$ cat src/rtl/lock_pkg.sv
// Shared types and defaults for the lock code sender: FSM state encoding,
// default timing constants and a helper that sizes the shared phase timer.
package lock_pkg;

    typedef enum logic [2:0] {
        S_IDLE,
        S_SETUP,
        S_PRESS_LO,
        S_GAP,
        S_ENTER_LO,
        S_WAIT_RESP,
        S_FINISH
    } lock_state_e;

    localparam int PULSE_CYC_DEF   = 4;
    localparam int GAP_CYC_DEF     = 4;
    localparam int TIMEOUT_CYC_DEF = 64;

    // Timer width able to hold (largest phase length - 1).
    function automatic int timer_w(input int a, input int b, input int c);
        int m;
        m = a;
        if (b > m) m = b;
        if (c > m) m = c;
        return (m > 1) ? $clog2(m) : 1;
    endfunction

endpackage

$ cat src/rtl/lock_code_sender_if.sv
// Lock-side and host-side signals of the code sender, bundled so the top
// takes a single interface port. master = host/lock model, slave = sender.
interface lock_code_sender_if #(
    parameter int NDIGITS = 4
) ();
    logic                   START;
    logic                   ABORT;
    logic [4*NDIGITS-1:0]   KEY_WORD;
    logic                   MODE_REQ;
    logic                   OPEN;
    logic                   ERROR;
    logic [3:0]             CODE;
    logic                   PRESS;
    logic                   ENTER;
    logic                   MODE;
    logic                   BUSY;
    logic                   DONE;
    logic                   RESULT_OK;
    logic                   RESULT_ERR;
    logic                   TIMEOUT;

    modport master (
        output START, ABORT, KEY_WORD, MODE_REQ, OPEN, ERROR,
        input  CODE, PRESS, ENTER, MODE, BUSY, DONE, RESULT_OK, RESULT_ERR, TIMEOUT
    );

    modport slave (
        input  START, ABORT, KEY_WORD, MODE_REQ, OPEN, ERROR,
        output CODE, PRESS, ENTER, MODE, BUSY, DONE, RESULT_OK, RESULT_ERR, TIMEOUT
    );
endinterface

$ cat src/rtl/lock_cycle_timer.sv
// Loadable down-counter with a zero flag. One instance times the press
// pulse, the gap, the enter pulse and the response timeout in turn.
module lock_cycle_timer #(
    parameter int W = 6
) (
    input  logic         CLK,
    input  logic         RESET,
    input  logic         load_i,
    input  logic [W-1:0] load_val_i,
    output logic         zero_o
);
    logic [W-1:0] cnt_q;

    // Load takes priority; otherwise count down and park at zero.
    always_ff @(posedge CLK or posedge RESET) begin
        if (RESET) begin
            cnt_q <= '0;
        end else if (load_i) begin
            cnt_q <= load_val_i;
        end else if (cnt_q != '0) begin
            cnt_q <= cnt_q - 1'b1;
        end
    end

    assign zero_o = (cnt_q == '0);
endmodule

$ cat src/rtl/lock_code_sender.sv
// Sends a multi-digit code to a keypad lock: each digit is presented on CODE,
// strobed with an active-low PRESS pulse, then ENTER is pulsed and the lock's
// OPEN/ERROR response is awaited with a timeout.
// Build option: define LOCK_SENDER_SYNC_EN to pass OPEN/ERROR through
// 2-flop synchronizers (adds 2 cycles of response latency).
module lock_code_sender
    import lock_pkg::*;
#(
    parameter int PULSE_CYC   = PULSE_CYC_DEF,
    parameter int GAP_CYC     = GAP_CYC_DEF,
    parameter int TIMEOUT_CYC = TIMEOUT_CYC_DEF,
    parameter int NDIGITS     = 4
) (
    input  logic                CLK,
    input  logic                RESET,
    lock_code_sender_if.slave   bus
);
    localparam int KW = 4 * NDIGITS;
    localparam int TW = timer_w(PULSE_CYC, GAP_CYC, TIMEOUT_CYC);
    localparam int IW = (NDIGITS > 1) ? $clog2(NDIGITS) : 1;

    lock_state_e   state_q, state_d;
    logic [KW-1:0] key_q;
    logic [IW-1:0] idx_q;
    logic          mode_q;
    logic          ok_q, err_q, to_q;

    logic          tmr_load;
    logic [TW-1:0] tmr_val;
    logic          tmr_zero;
    logic          latch_req, shift_key, clr_flags;
    logic          set_ok, set_err, set_to;
    logic          open_s, err_s;

`ifdef LOCK_SENDER_SYNC_EN
    logic [1:0] open_sync_q, err_sync_q;

    // Two-flop synchronizers for the asynchronous lock responses.
    always_ff @(posedge CLK or posedge RESET) begin
        if (RESET) begin
            open_sync_q <= '0;
            err_sync_q  <= '0;
        end else begin
            open_sync_q <= {open_sync_q[0], bus.OPEN};
            err_sync_q  <= {err_sync_q[0], bus.ERROR};
        end
    end

    assign open_s = open_sync_q[1];
    assign err_s  = err_sync_q[1];
`else
    assign open_s = bus.OPEN;
    assign err_s  = bus.ERROR;
`endif

    lock_cycle_timer #(.W(TW)) u_timer (
        .CLK        (CLK),
        .RESET      (RESET),
        .load_i     (tmr_load),
        .load_val_i (tmr_val),
        .zero_o     (tmr_zero)
    );

    // State register.
    always_ff @(posedge CLK or posedge RESET) begin
        if (RESET) state_q <= S_IDLE;
        else       state_q <= state_d;
    end

    // Next-state logic; each phase loads the timer with (length - 1) on entry.
    always_comb begin
        state_d   = state_q;
        tmr_load  = 1'b0;
        tmr_val   = '0;
        latch_req = 1'b0;
        shift_key = 1'b0;
        clr_flags = 1'b0;
        set_ok    = 1'b0;
        set_err   = 1'b0;
        set_to    = 1'b0;
        if (state_q != S_IDLE && bus.ABORT) begin
            state_d   = S_IDLE;
            clr_flags = 1'b1;
        end else begin
            case (state_q)
                S_IDLE: begin
                    if (bus.START) begin
                        state_d   = S_SETUP;
                        latch_req = 1'b1;
                        clr_flags = 1'b1;
                    end
                end
                S_SETUP: begin
                    state_d  = S_PRESS_LO;
                    tmr_load = 1'b1;
                    tmr_val  = TW'(PULSE_CYC - 1);
                end
                S_PRESS_LO: begin
                    if (tmr_zero) begin
                        state_d  = S_GAP;
                        tmr_load = 1'b1;
                        tmr_val  = TW'(GAP_CYC - 1);
                    end
                end
                S_GAP: begin
                    if (tmr_zero) begin
                        if (idx_q == IW'(NDIGITS - 1)) begin
                            state_d  = S_ENTER_LO;
                            tmr_load = 1'b1;
                            tmr_val  = TW'(PULSE_CYC - 1);
                        end else begin
                            state_d   = S_SETUP;
                            shift_key = 1'b1;
                        end
                    end
                end
                S_ENTER_LO: begin
                    if (tmr_zero) begin
                        state_d  = S_WAIT_RESP;
                        tmr_load = 1'b1;
                        tmr_val  = TW'(TIMEOUT_CYC - 1);
                    end
                end
                S_WAIT_RESP: begin
                    // ERROR is checked first so a simultaneous OPEN loses.
                    if (err_s) begin
                        state_d = S_FINISH;
                        set_err = 1'b1;
                    end else if (open_s) begin
                        state_d = S_FINISH;
                        set_ok  = 1'b1;
                    end else if (tmr_zero) begin
                        state_d = S_FINISH;
                        set_to  = 1'b1;
                    end
                end
                S_FINISH: state_d = S_IDLE;
                default:  state_d = S_IDLE;
            endcase
        end
    end

    // Code word and mode capture; the key shifts so CODE is always its top nibble.
    always_ff @(posedge CLK or posedge RESET) begin
        if (RESET) begin
            key_q  <= '0;
            idx_q  <= '0;
            mode_q <= 1'b0;
        end else if (latch_req) begin
            key_q  <= bus.KEY_WORD;
            idx_q  <= '0;
            mode_q <= bus.MODE_REQ;
        end else if (shift_key) begin
            key_q  <= key_q << 4;
            idx_q  <= idx_q + 1'b1;
        end
    end

    // Sticky, mutually exclusive outcome flags.
    always_ff @(posedge CLK or posedge RESET) begin
        if (RESET) begin
            ok_q  <= 1'b0;
            err_q <= 1'b0;
            to_q  <= 1'b0;
        end else if (clr_flags) begin
            ok_q  <= 1'b0;
            err_q <= 1'b0;
            to_q  <= 1'b0;
        end else begin
            if (set_ok)  ok_q  <= 1'b1;
            if (set_err) err_q <= 1'b1;
            if (set_to)  to_q  <= 1'b1;
        end
    end

    assign bus.CODE       = key_q[KW-1 -: 4];
    assign bus.PRESS      = (state_q != S_PRESS_LO);
    assign bus.ENTER      = (state_q != S_ENTER_LO);
    assign bus.MODE       = mode_q;
    assign bus.BUSY       = (state_q != S_IDLE);
    assign bus.DONE       = (state_q == S_FINISH);
    assign bus.RESULT_OK  = ok_q;
    assign bus.RESULT_ERR = err_q;
    assign bus.TIMEOUT    = to_q;
endmodule

$ cat src/flat_wrapper.sv
// flat-port wrapper written by rule: the top's interface ports become plain ports
module lock_code_sender_flat import lock_pkg::*;
#(
    parameter int PULSE_CYC   = PULSE_CYC_DEF,
    parameter int GAP_CYC     = GAP_CYC_DEF,
    parameter int TIMEOUT_CYC = TIMEOUT_CYC_DEF,
    parameter int NDIGITS     = 4
)
  (CLK, RESET, bus_START, bus_ABORT, bus_KEY_WORD, bus_MODE_REQ, bus_OPEN, bus_ERROR, bus_CODE, bus_PRESS, bus_ENTER, bus_MODE, bus_BUSY, bus_DONE, bus_RESULT_OK, bus_RESULT_ERR, bus_TIMEOUT);
  lock_code_sender_if #(.NDIGITS(NDIGITS)) bus_i ();
  input  logic CLK;
  input  logic RESET;
  input wire logic [$bits(bus_i.START)-1:0] bus_START;
  input wire logic [$bits(bus_i.ABORT)-1:0] bus_ABORT;
  input wire logic [$bits(bus_i.KEY_WORD)-1:0] bus_KEY_WORD;
  input wire logic [$bits(bus_i.MODE_REQ)-1:0] bus_MODE_REQ;
  input wire logic [$bits(bus_i.OPEN)-1:0] bus_OPEN;
  input wire logic [$bits(bus_i.ERROR)-1:0] bus_ERROR;
  output wire logic [$bits(bus_i.CODE)-1:0] bus_CODE;
  output wire logic [$bits(bus_i.PRESS)-1:0] bus_PRESS;
  output wire logic [$bits(bus_i.ENTER)-1:0] bus_ENTER;
  output wire logic [$bits(bus_i.MODE)-1:0] bus_MODE;
  output wire logic [$bits(bus_i.BUSY)-1:0] bus_BUSY;
  output wire logic [$bits(bus_i.DONE)-1:0] bus_DONE;
  output wire logic [$bits(bus_i.RESULT_OK)-1:0] bus_RESULT_OK;
  output wire logic [$bits(bus_i.RESULT_ERR)-1:0] bus_RESULT_ERR;
  output wire logic [$bits(bus_i.TIMEOUT)-1:0] bus_TIMEOUT;
  assign bus_i.START = bus_START;
  assign bus_i.ABORT = bus_ABORT;
  assign bus_i.KEY_WORD = bus_KEY_WORD;
  assign bus_i.MODE_REQ = bus_MODE_REQ;
  assign bus_i.OPEN = bus_OPEN;
  assign bus_i.ERROR = bus_ERROR;
  assign bus_CODE = bus_i.CODE;
  assign bus_PRESS = bus_i.PRESS;
  assign bus_ENTER = bus_i.ENTER;
  assign bus_MODE = bus_i.MODE;
  assign bus_BUSY = bus_i.BUSY;
  assign bus_DONE = bus_i.DONE;
  assign bus_RESULT_OK = bus_i.RESULT_OK;
  assign bus_RESULT_ERR = bus_i.RESULT_ERR;
  assign bus_TIMEOUT = bus_i.TIMEOUT;
  lock_code_sender #(.PULSE_CYC(PULSE_CYC), .GAP_CYC(GAP_CYC), .TIMEOUT_CYC(TIMEOUT_CYC), .NDIGITS(NDIGITS)) u_core (.CLK(CLK), .RESET(RESET), .bus(bus_i));
endmodule
$ cat config.mk
export PLATFORM = sky130hd
export DESIGN_NAME = lock_code_sender_flat
export DESIGN_NICKNAME = d
export VERILOG_FILES = /design/src/rtl/lock_pkg.sv /design/src/rtl/lock_code_sender_if.sv /design/src/rtl/lock_cycle_timer.sv /design/src/rtl/lock_code_sender.sv /design/src/flat_wrapper.sv
export SDC_FILE = /design/constraint.sdc
export NUM_CORES = 1
export LEC_CHECK = 0
export ABC_CLOCK_PERIOD_IN_PS = 2800
export CAP_MARGIN = 25
export CORE_MARGIN = 3
export CORE_UTILIZATION = 50
export DETAILED_ROUTE_END_ITERATION = 8
export GPL_TIMING_DRIVEN = 0
export PLACE_DENSITY = 0.83
export SLEW_MARGIN = 20
export SYNTH_ARGS = -nofsm -noshare
export SYNTH_HDL_FRONTEND = slang
export SYNTH_SLANG_ARGS = --single-unit
$ cat constraint.sdc
create_clock -name CLK -period 2.8 [get_ports CLK]
set_clock_uncertainty 0.1 [all_clocks]
set_input_delay 0.56 -clock CLK [delete_from_list [all_inputs] [get_ports CLK]]
set_output_delay 0.56 -clock CLK [all_outputs]
set_load 0.01 [all_outputs]
After elaboration in Yosys (flattened, before gate mapping)
Cells that the tools add are included.
Word-level totals
  flip-flop bits (word level): 31
  bits of input ports: 23
  output and inout bits: 12
  logic and storage cells: 88
Cells by class
  add/sub/neg operators: 2
  equal/unequal tests: 14
  mux-type cells: 52
  reductions and logical operators: 12
Operator list (number)
  two-way mux 16 bit: 2
  two-way mux 6 bit: 5
  two-way mux 1 bit: 29
  two-way mux 3 bit: 9
  one-hot mux 6 bit (4 select lines): 1
  one-hot mux 3 bit (6 select lines): 1
  nonzero test 2 bit: 5
  equality test 3 bit (second input constant): 3
  != test 3 x 1 -> 1 bit (second input constant): 3
  two-way mux 2 bit: 4
  equality test 3 x 2 -> 1 bit (second input constant): 2
  zero test 6 bit: 1
  != test 3 x 2 -> 1 bit (second input constant): 2
  nonzero test 6 bit: 1
  subtractor 6 x 1 -> 6 bit (second input constant): 1
  != test 5 x 3 -> 1 bit (second input constant): 1
  AND reduction 5 bit: 1
  equality test 3 x 1 -> 1 bit (second input constant): 1
  zero test 3 bit: 1
  != test 3 bit (second input constant): 1
  one-hot mux 1 bit (3 select lines): 1
  nonzero test 3 bit: 1
  adder 2 x 1 -> 2 bit (second input constant): 1
  equality test 2 bit (second input constant): 1
  other kinds (2): 2

Longest topological paths before layout
  word-level depth: 8
  gate-level depth with buffers: 7
  depth with buffers taken out: 6

By module
A second synthesis with hierarchy kept.
Second synthesis, totals
  cells, all modules: 188
  area, all modules: 1727.9 sq um
Modules (own cells, without submodules)
  lock_code_sender: instances 1, cells an instance 148, area an instance 1346.3 sq um, sequential area each 625.6 sq um
  lock_cycle_timer: instances 1, cells an instance 40, area an instance 381.6 sq um, sequential area each 150.1 sq um

Least setup slack after synthesis
Ideal clock, no wire load.
  kind: reg2reg
  from: register u_core.u_timer.cnt_q[2]
  to: register u_core.key_q[10]
  setup time: 0.118 ns
  data arrival time: 1.577 ns
  required time: 2.582 ns
  setup slack: 1.005 ns
  cell stages (with the launch flop): 6
  buffers on the path: 1
  period minus slack after synthesis: 1.795 ns
  cell sequence: dfrtp_1 or4_4 nor3_4 nor2_2 buf_6 a21o_1
Between the ends
  longest elaborated chain between the ends: 5
RTL lines
  start: declaration: RTL line lock_cycle_timer.sv:12  | logic [W-1:0] cnt_q;
  start signal: assignment: RTL line lock_cycle_timer.sv:19  | cnt_q <= load_val_i;
  start signal: assignment: RTL line lock_cycle_timer.sv:21  | cnt_q <= cnt_q - 1'b1;
  zero test 6 bit: RTL line lock_cycle_timer.sv:25  | assign zero_o = (cnt_q == '0);
  two-way mux 1 bit: RTL line lock_code_sender.sv:106  | if (tmr_zero) begin
  two-way mux 1 bit: RTL line lock_code_sender.sv:85  | case (state_q)
  two-way mux 1 bit: RTL line lock_code_sender.sv:81  | if (state_q != S_IDLE && bus.ABORT) begin
  nonzero test 2 bit (no source line)
  end signal: assignment: RTL line lock_code_sender.sv:150  | key_q <= bus.KEY_WORD;
  end signal: assignment: RTL line lock_code_sender.sv:154  | key_q <= key_q << 4;
  end: declaration: RTL line lock_code_sender.sv:23  | logic [KW-1:0] key_q;
No other way between the ends.
A chain may end at the register's enable or synchronous reset.

Final worst setup path
  from: register u_core.state_q[1]
  to: output port bus_PRESS
Between the ends
  longest elaborated chain between the ends: 1
RTL lines
  start: declaration: RTL line lock_code_sender.sv:22  | lock_state_e state_q, state_d;
  start signal: assignment: RTL line lock_code_sender.sv:67  | else state_q <= state_d;
  != test 3 x 2 -> 1 bit: RTL line lock_code_sender.sv:177  | assign bus.PRESS = (state_q != S_PRESS_LO);
  end: declaration: RTL line flat_wrapper.sv:20  | output wire logic [$bits(bus_i.PRESS)-1:0] bus_PRESS;
No other way between the ends.

==> flow_summary_export.csv <==
group,metric,value,unit
route,routed_wirelength,3.81,mm
setup_path,reg2reg_setup_slack,0.82,ns
placement,gpl.final_weighted_congestion,0.859,
final_layout,finish.utilization,0.685,
synth,syn-mean-instance-area,9.66,µm²
synth,largest_family_of_logic_cells_by_synthesized_area,"compound AO/OA/AOI/OAI gates",
synth,post_synth_xor_area_fraction,0.0160,
synth,synth.mux.area_fraction,0.0129,
global_route,antenna_found_initial,0,
sta,slew_viol_final,0,
placement,detailedPlace.worstSlack,0.585,ns
clock_tree,cts-root-buf,"sky130_fd_sc_hd__clkbuf_4",
sta,finalWorstSetupSlack,0.251,ns
synth,ys_top_cells_by_area,"sky130_fd_sc_hd__dfrtp_1, sky130_fd_sc_hd__a21o_1, sky130_fd_sc_hd__a22o_1",
clock_tree,postCtsSetupRepairBufs,0,
final_layout,syn2layout_area_growth,29.3,%
final_layout,diodes,0,
synth,synthesis.yosys.warnings,0,
floorplan,die-width,63.3,µm
floorplan,io-pin-count,35,
worst_hold_path,holdCritPathClass,"reg2reg",
synth,synth_seq_cells,31,
synth,area_share_of_the_largest_cell_type_after_synthesis,0.472,
global_route,global_route_wire_length_before_repair,6.48,mm
synth,yosys.area_share.simple,0.201,
route,wl_met2,1.89,mm
clock_tree,post_cts_resize_count,0,
sta,final.hold.worst_slack,0.390,ns
route,detail_route.vias_per_cell,5.42,
sta,final-hold-violation-count,0,
route,detailroute.wirelength.met3,249,µm
global_route,grt_pass1_vias,1419,
route,drt_drc_violations_left,0,
power_and_ir_drop,p_per_area,889,mW/mm²
sta,finalWorstPathRequiredPeriod,2.55,ns
placement,post-dp-hpwl,2.72,mm
sta,achievable-frequency,392,MHz
placement,postPlaceCellArea,0.00204,mm²
route,wire_per_inst,14.9,µm
sta,setup_viol,0,
power_and_ir_drop,power.share.sequential,0.390,
floorplan,core_area,0.00310,mm²
power_and_ir_drop,power.switching_fraction,0.349,
power_and_ir_drop,comb_power_share,0.413,
final_layout,most_common_cell_after_layout_fill_and_taps_aside,"sky130_fd_sc_hd__clkdlybuf4s50_1",
global_route,gr_overflow_total,0,
setup_path,worst-endpoint-required,2.14,ns
sta,setup_total_negative_slack,0,ns
synth,synthFlopType,"sky130_fd_sc_hd__dfrtp_1",
synth,asyncSetResetFlopFracSynth,1.00,
clock_tree,numClockSinks,31,
synth,syn-instance-count,170,
power_and_ir_drop,power.ir.vdd_worst,0.000468,V
final_layout,nets,237,
power_and_ir_drop,power.switching,0.000660,W
synth,fraction_of_the_mapped_netlist_area_in_compound_gates,0.205,
setup_path,worst_setup_path_start_kind,"flip-flop",
setup_path,critical_path.endpoint_type,"output pin",
route,final_antenna_net_count,0,
setup_path,worstPathMaxFanout,10,
power_and_ir_drop,internal-power,0.00123,W
clock_tree,number_of_h_tree_levels,2,
route,routed.top_layer,"met4",
sta,rsz0062_at_grt,"false",
synth,synth_nets,196,
synth,synth_top_area_cell,"sky130_fd_sc_hd__dfrtp_1",
floorplan,floorplan.initialDensity,0.529,
sta,pin_slew_with_the_least_headroom_to_its_limit,0.654,ns
synth,synth-edff-count,0,
clock_tree,tritoncts,"built",
route,first_pass_iters,4,
setup_path,critPathArrivalTime,1.89,ns
power_and_ir_drop,power.clock.fraction,0.198,
floorplan,die_h,63.3,µm
sta,maxSlewHeadroom,0.563,
power_and_ir_drop,static-leakage-power,0.993,nW
global_route,grt_max_degree,32,
final_layout,drive_gt1_frac,0.118,
clock_tree,cts_buffer_depth,2,
clock_tree,clk_pin_slew_worst_paths,0.10,ns
sta,post-route-period-util,0.910,
synth,yosysUniqueCellTypes,43,
final_layout,finish.instance_area,0.00212,mm²
synth,ys_seq_area_frac,0.472,
route,vias,1388,
run_status,status,"completed",
route,m1WireLength,1.61,mm
synth,yosys.area_share.adder,0.0228,
final_layout,most-common-layout-cells,"sky130_fd_sc_hd__clkdlybuf4s50_1, sky130_fd_sc_hd__dfrtp_1, sky130_fd_sc_hd__nand2_1",
placement,place.port_buffers,34,
global_route,grt_usage,0.206,
clock_tree,cts-buffers-inserted,5,
setup_path,worstSetupPathType,"reg2out",
synth,syn-cell-area,0.00164,mm²
floorplan,dieArea,0.00401,mm²
clock_tree,insertion_delay,0.34,ns
run,maxCapViolCount,0,
clock_tree,cts_hold_repair.buffers,0,
floorplan,std_cell_rows,20,
route,first_iter_violations,56,
kinds of logic (layout without fill, tap and decap cells):
kind of cell | count (synthesis) | after routing
compound gates | 48 | 48
xor+xnor | 3 | 3
fa+ha+maj | 3 | 3
buf+inv | 20 | 62
flops | 31 | 31
mux | 2 | 2
simple gates | 63 | 63
synthesized netlist by cell type, types with 2 or more instances:
| cell | n |
|---|---|
| sky130_fd_sc_hd__inv_1 | 7 |
| sky130_fd_sc_hd__o21ai_0 | 11 |
| sky130_fd_sc_hd__nand2b_1 | 2 |
| sky130_fd_sc_hd__buf_6 | 3 |
| sky130_fd_sc_hd__or3_1 | 2 |
| sky130_fd_sc_hd__and2_1 | 3 |
| sky130_fd_sc_hd__nand3_1 | 6 |
| sky130_fd_sc_hd__nand2_1 | 19 |
| sky130_fd_sc_hd__buf_2 | 2 |
| sky130_fd_sc_hd__nor3_1 | 5 |
| sky130_fd_sc_hd__a31oi_1 | 3 |
| sky130_fd_sc_hd__ha_1 | 3 |
| sky130_fd_sc_hd__a21oi_1 | 4 |
| sky130_fd_sc_hd__dfrtp_1 | 31 |
| sky130_fd_sc_hd__nor2_1 | 13 |
| sky130_fd_sc_hd__buf_4 | 4 |
| sky130_fd_sc_hd__nor2b_1 | 2 |
| sky130_fd_sc_hd__a21o_1 | 12 |
| sky130_fd_sc_hd__clkbuf_1 | 4 |
| sky130_fd_sc_hd__xnor2_1 | 2 |
| sky130_fd_sc_hd__a22o_1 | 10 |
per-layer routing:
| metal | vias to the layer above | GRT usage |
|---|---|---|
| met4 | 0 | 0.0647 |
| met5 | - | 0 |
| met3 | 8 | 0.0731 |
| met2 | 52 | 0.349 |
| li1 | 682 | - |
| met1 | 646 | 0.244 |
flip-flops by register name, indices dropped and copies added (netlist names):
signal,flops
u_core.bus.TIMEOUT,1
u_core.key_q,16
u_core.idx_q,2
u_core.state_q,3
u_core.bus.RESULT_OK,1
u_core.bus.RESULT_ERR,1
u_core.u_timer.cnt_q,6
u_core.bus.MODE,1
power by group through the flow:
stage / clock [W] / sequential (W) / combinational [W]
after CTS: 0.000378 / 0.000732 / 0.000785
final: 0.000373 / 0.000736 / 0.000779
after global placement: 0 / 0.000725 / 0.000743
after global routing: 0.000400 / 0.000757 / 0.000867
after floorplan: 0 / 0.000714 / 0.000544
after detailed placement: 0 / 0.000740 / 0.000782
final timing paths:
path	endpoint	start	depth (start not counted)
setup / recovery	bus_PRESS	u_core.state_q[1]$_DFFE_PP0P_	4
hold / removal	u_core.key_q[14]$_DFFE_PP0P_	u_core.key_q[14]$_DFFE_PP0P_	1
setup reg to reg	u_core.bus.TIMEOUT$_DFFE_PP0P_	u_core.state_q[2]$_DFFE_PP0P_	6
hold reg to reg	u_core.key_q[14]$_DFFE_PP0P_	u_core.key_q[14]$_DFFE_PP0P_	1
max in group asynchronous	u_core.u_timer.cnt_q[4]$_DFFE_PP0P_	RESET	2
min in group asynchronous	u_core.key_q[13]$_DFFE_PP0P_	RESET	2
final cells by class:
class | count | area, µm²
buffer | 13 | 88.8
clock buffer | 6 | 51.3
sequential | 31 | 776
clock inverter | 2 | 35.0
tap | 44 | 55.1
fill | 264 | 978
inverter | 7 | 26.3
multi-input combinational | 119 | 752
timing repair buffer | 34 | 340
stage by stage:
stage | cells | power (W)
6_report | 256 | 0.00189
5_1_grt | 256 | 0.00202
3_5_place_dp | 248 | 0.00152
4_1_cts | 256 | 0.00189
3_3_place_gp | 248 | 0.00147
2_1_floorplan | 170 | 0.00126
critical path, cell delays in order, from the launching register on:
cell,delay [ns]
sky130_fd_sc_hd__dfrtp_1,0.40
sky130_fd_sc_hd__clkbuf_1,0.32
sky130_fd_sc_hd__nor2b_1,0.27
sky130_fd_sc_hd__nand2b_1,0.08
sky130_fd_sc_hd__clkdlybuf4s50_1,0.48
No activity file was read; power rests on OpenSTA's default activity.
==> variant, RTL diff (config.mk and constraints unchanged) <==
The 7 states of `lock_state_e` get a one-hot encoding in 7 bits.
--- a/src/rtl/lock_pkg.sv
+++ b/src/rtl/lock_pkg.sv
@@ -4,10 +4,10 @@
 
-    typedef enum logic [2:0] {
-        S_IDLE,
-        S_SETUP,
-        S_PRESS_LO,
-        S_GAP,
-        S_ENTER_LO,
-        S_WAIT_RESP,
-        S_FINISH
+    typedef enum logic [6:0] {
+        S_IDLE      = 7'b0000001,
+        S_SETUP     = 7'b0000010,
+        S_PRESS_LO  = 7'b0000100,
+        S_GAP       = 7'b0001000,
+        S_ENTER_LO  = 7'b0010000,
+        S_WAIT_RESP = 7'b0100000,
+        S_FINISH    = 7'b1000000
     } lock_state_e;
Behaviour: no difference found for any inputs over 10 cycles, from zero or initial values and one cycle with RESET high; not proved beyond that.
==> variant against the unedited design <==
Critical path depth unchanged; register-to-register slack worse by 0.40 ns; synthesized cell count up 15%; wire length up 12%; sequential cell count up 4; setup slack worse by 0.039 ns; design area up 14%; power up 20%; synthesized area up 17%; combinational power up 32%; non-clock buffer count up 3; critical path type unchanged; largest cell class unchanged.
==> variant: results (changes against the unedited design) <==
### Global routing
• **global-route wire length before repair** 7010 µm, was 6480 µm
• **met1 Usage GRT** 0.258, was 0.244
• **Total GRT Usage** 0.208, was 0.206
• **met3 routing resource usage after global routing** 0.0443, was 0.0731
• **GR Layer Usage met2** 0.333, was 0.349

### Placed design
• **HPWL after detailed placement** 3140 µm, was 2720 µm
• **Post-DP Area** 2320 µm², was 2040 µm²

### Synthesis
• **number of nets produced by synthesis** 221, was 196
• **sequential area share after synthesis** 0.456, was 0.472

### Power
• **combinational group share of total power** 0.457, was 0.413
• **leakage power of the design** 1.10 nW, was 0.993 nW

### Critical path
• **worst setup path end** bus_DONE, was bus_PRESS
• **launch instance of the worst register-to-register path** u_core.state_q[4], was u_core.state_q[2]
• **worst-case reg-to-reg path depth** 8, was 6
• **slowest stage delay, CP** 0.55 ns, was 0.48 ns
• **flop-to-flop setup slack** 0.42 ns, was 0.82 ns

### Clocking
• **clock-pin slew reported for the worst setup and hold paths after clock tree synthesis** 0.07 ns, was 0.10 ns
• **cell at the root of the clock tree** clkbuf_8, was clkbuf_4

### Min path
• **hold path start** u_core.bus.MODE, was u_core.key_q[14]

### Status
• **result of the run** complete, no violations, unchanged

### Route
• **number of violations reported at the end of detailed-routing iteration 0** 126, was 56
• **average detailed-routed wire length per instance** 15.1 µm, was 14.9 µm
• **met2 wire length** 2060 µm, was 1890 µm
• **Via-to-Cell Ratio** 5.81, was 5.42
• **total via count after detailed routing** 1,643, was 1,388
• **detailed route wirelength on metal3** 285 µm, was 249 µm

### STA
• **Max transition margin** 0.519, was 0.563
• **post-route setup slack** 0.213 ns, was 0.251 ns

### Finish
• **# nets final** 262, was 237
• **fill count** 295, was 264
• **top flop regs** u_core.key_q x16, u_core.state_q x7, u_core.u_timer.cnt_q x6, was u_core.key_q x16, u_core.u_timer.cnt_q x6, u_core.state_q x3

==> variant: cell count changes after synthesis, sizes merged, moves of 4 or more <==
| cell | delta |
|---|---|
| a21o | -11 |
| a221o | +8 |
| inv | +7 |
| buf | +6 |
| nor2 | +6 |
| a221oi | +4 |
| nand4 | +4 |
| o21ai | +4 |
| o22ai | +4 |
| xor2 | +4 |
==> variant: cell type report <==
class | count | area (µm²) | area share
multi-input cells | 130 | 870 | 0.359
flip-flops and latches | 35 | 877 | 0.362
well taps | 46 | 57.6 | 0.0238
clock buffers | 8 | 100 | 0.0414
inverters | 14 | 52.6 | 0.0217
repair buffers | 34 | 339 | 0.140
plain buffers | 16 | 124 | 0.0512
==> variant: cell families after synthesis <==
group           share of synthesized area
simple gates                        0.177
compound gates                      0.216
flops                               0.456
buf+inv                            0.0917
xor+xnor                           0.0319
fa+ha+maj                          0.0195
mux                               0.00781
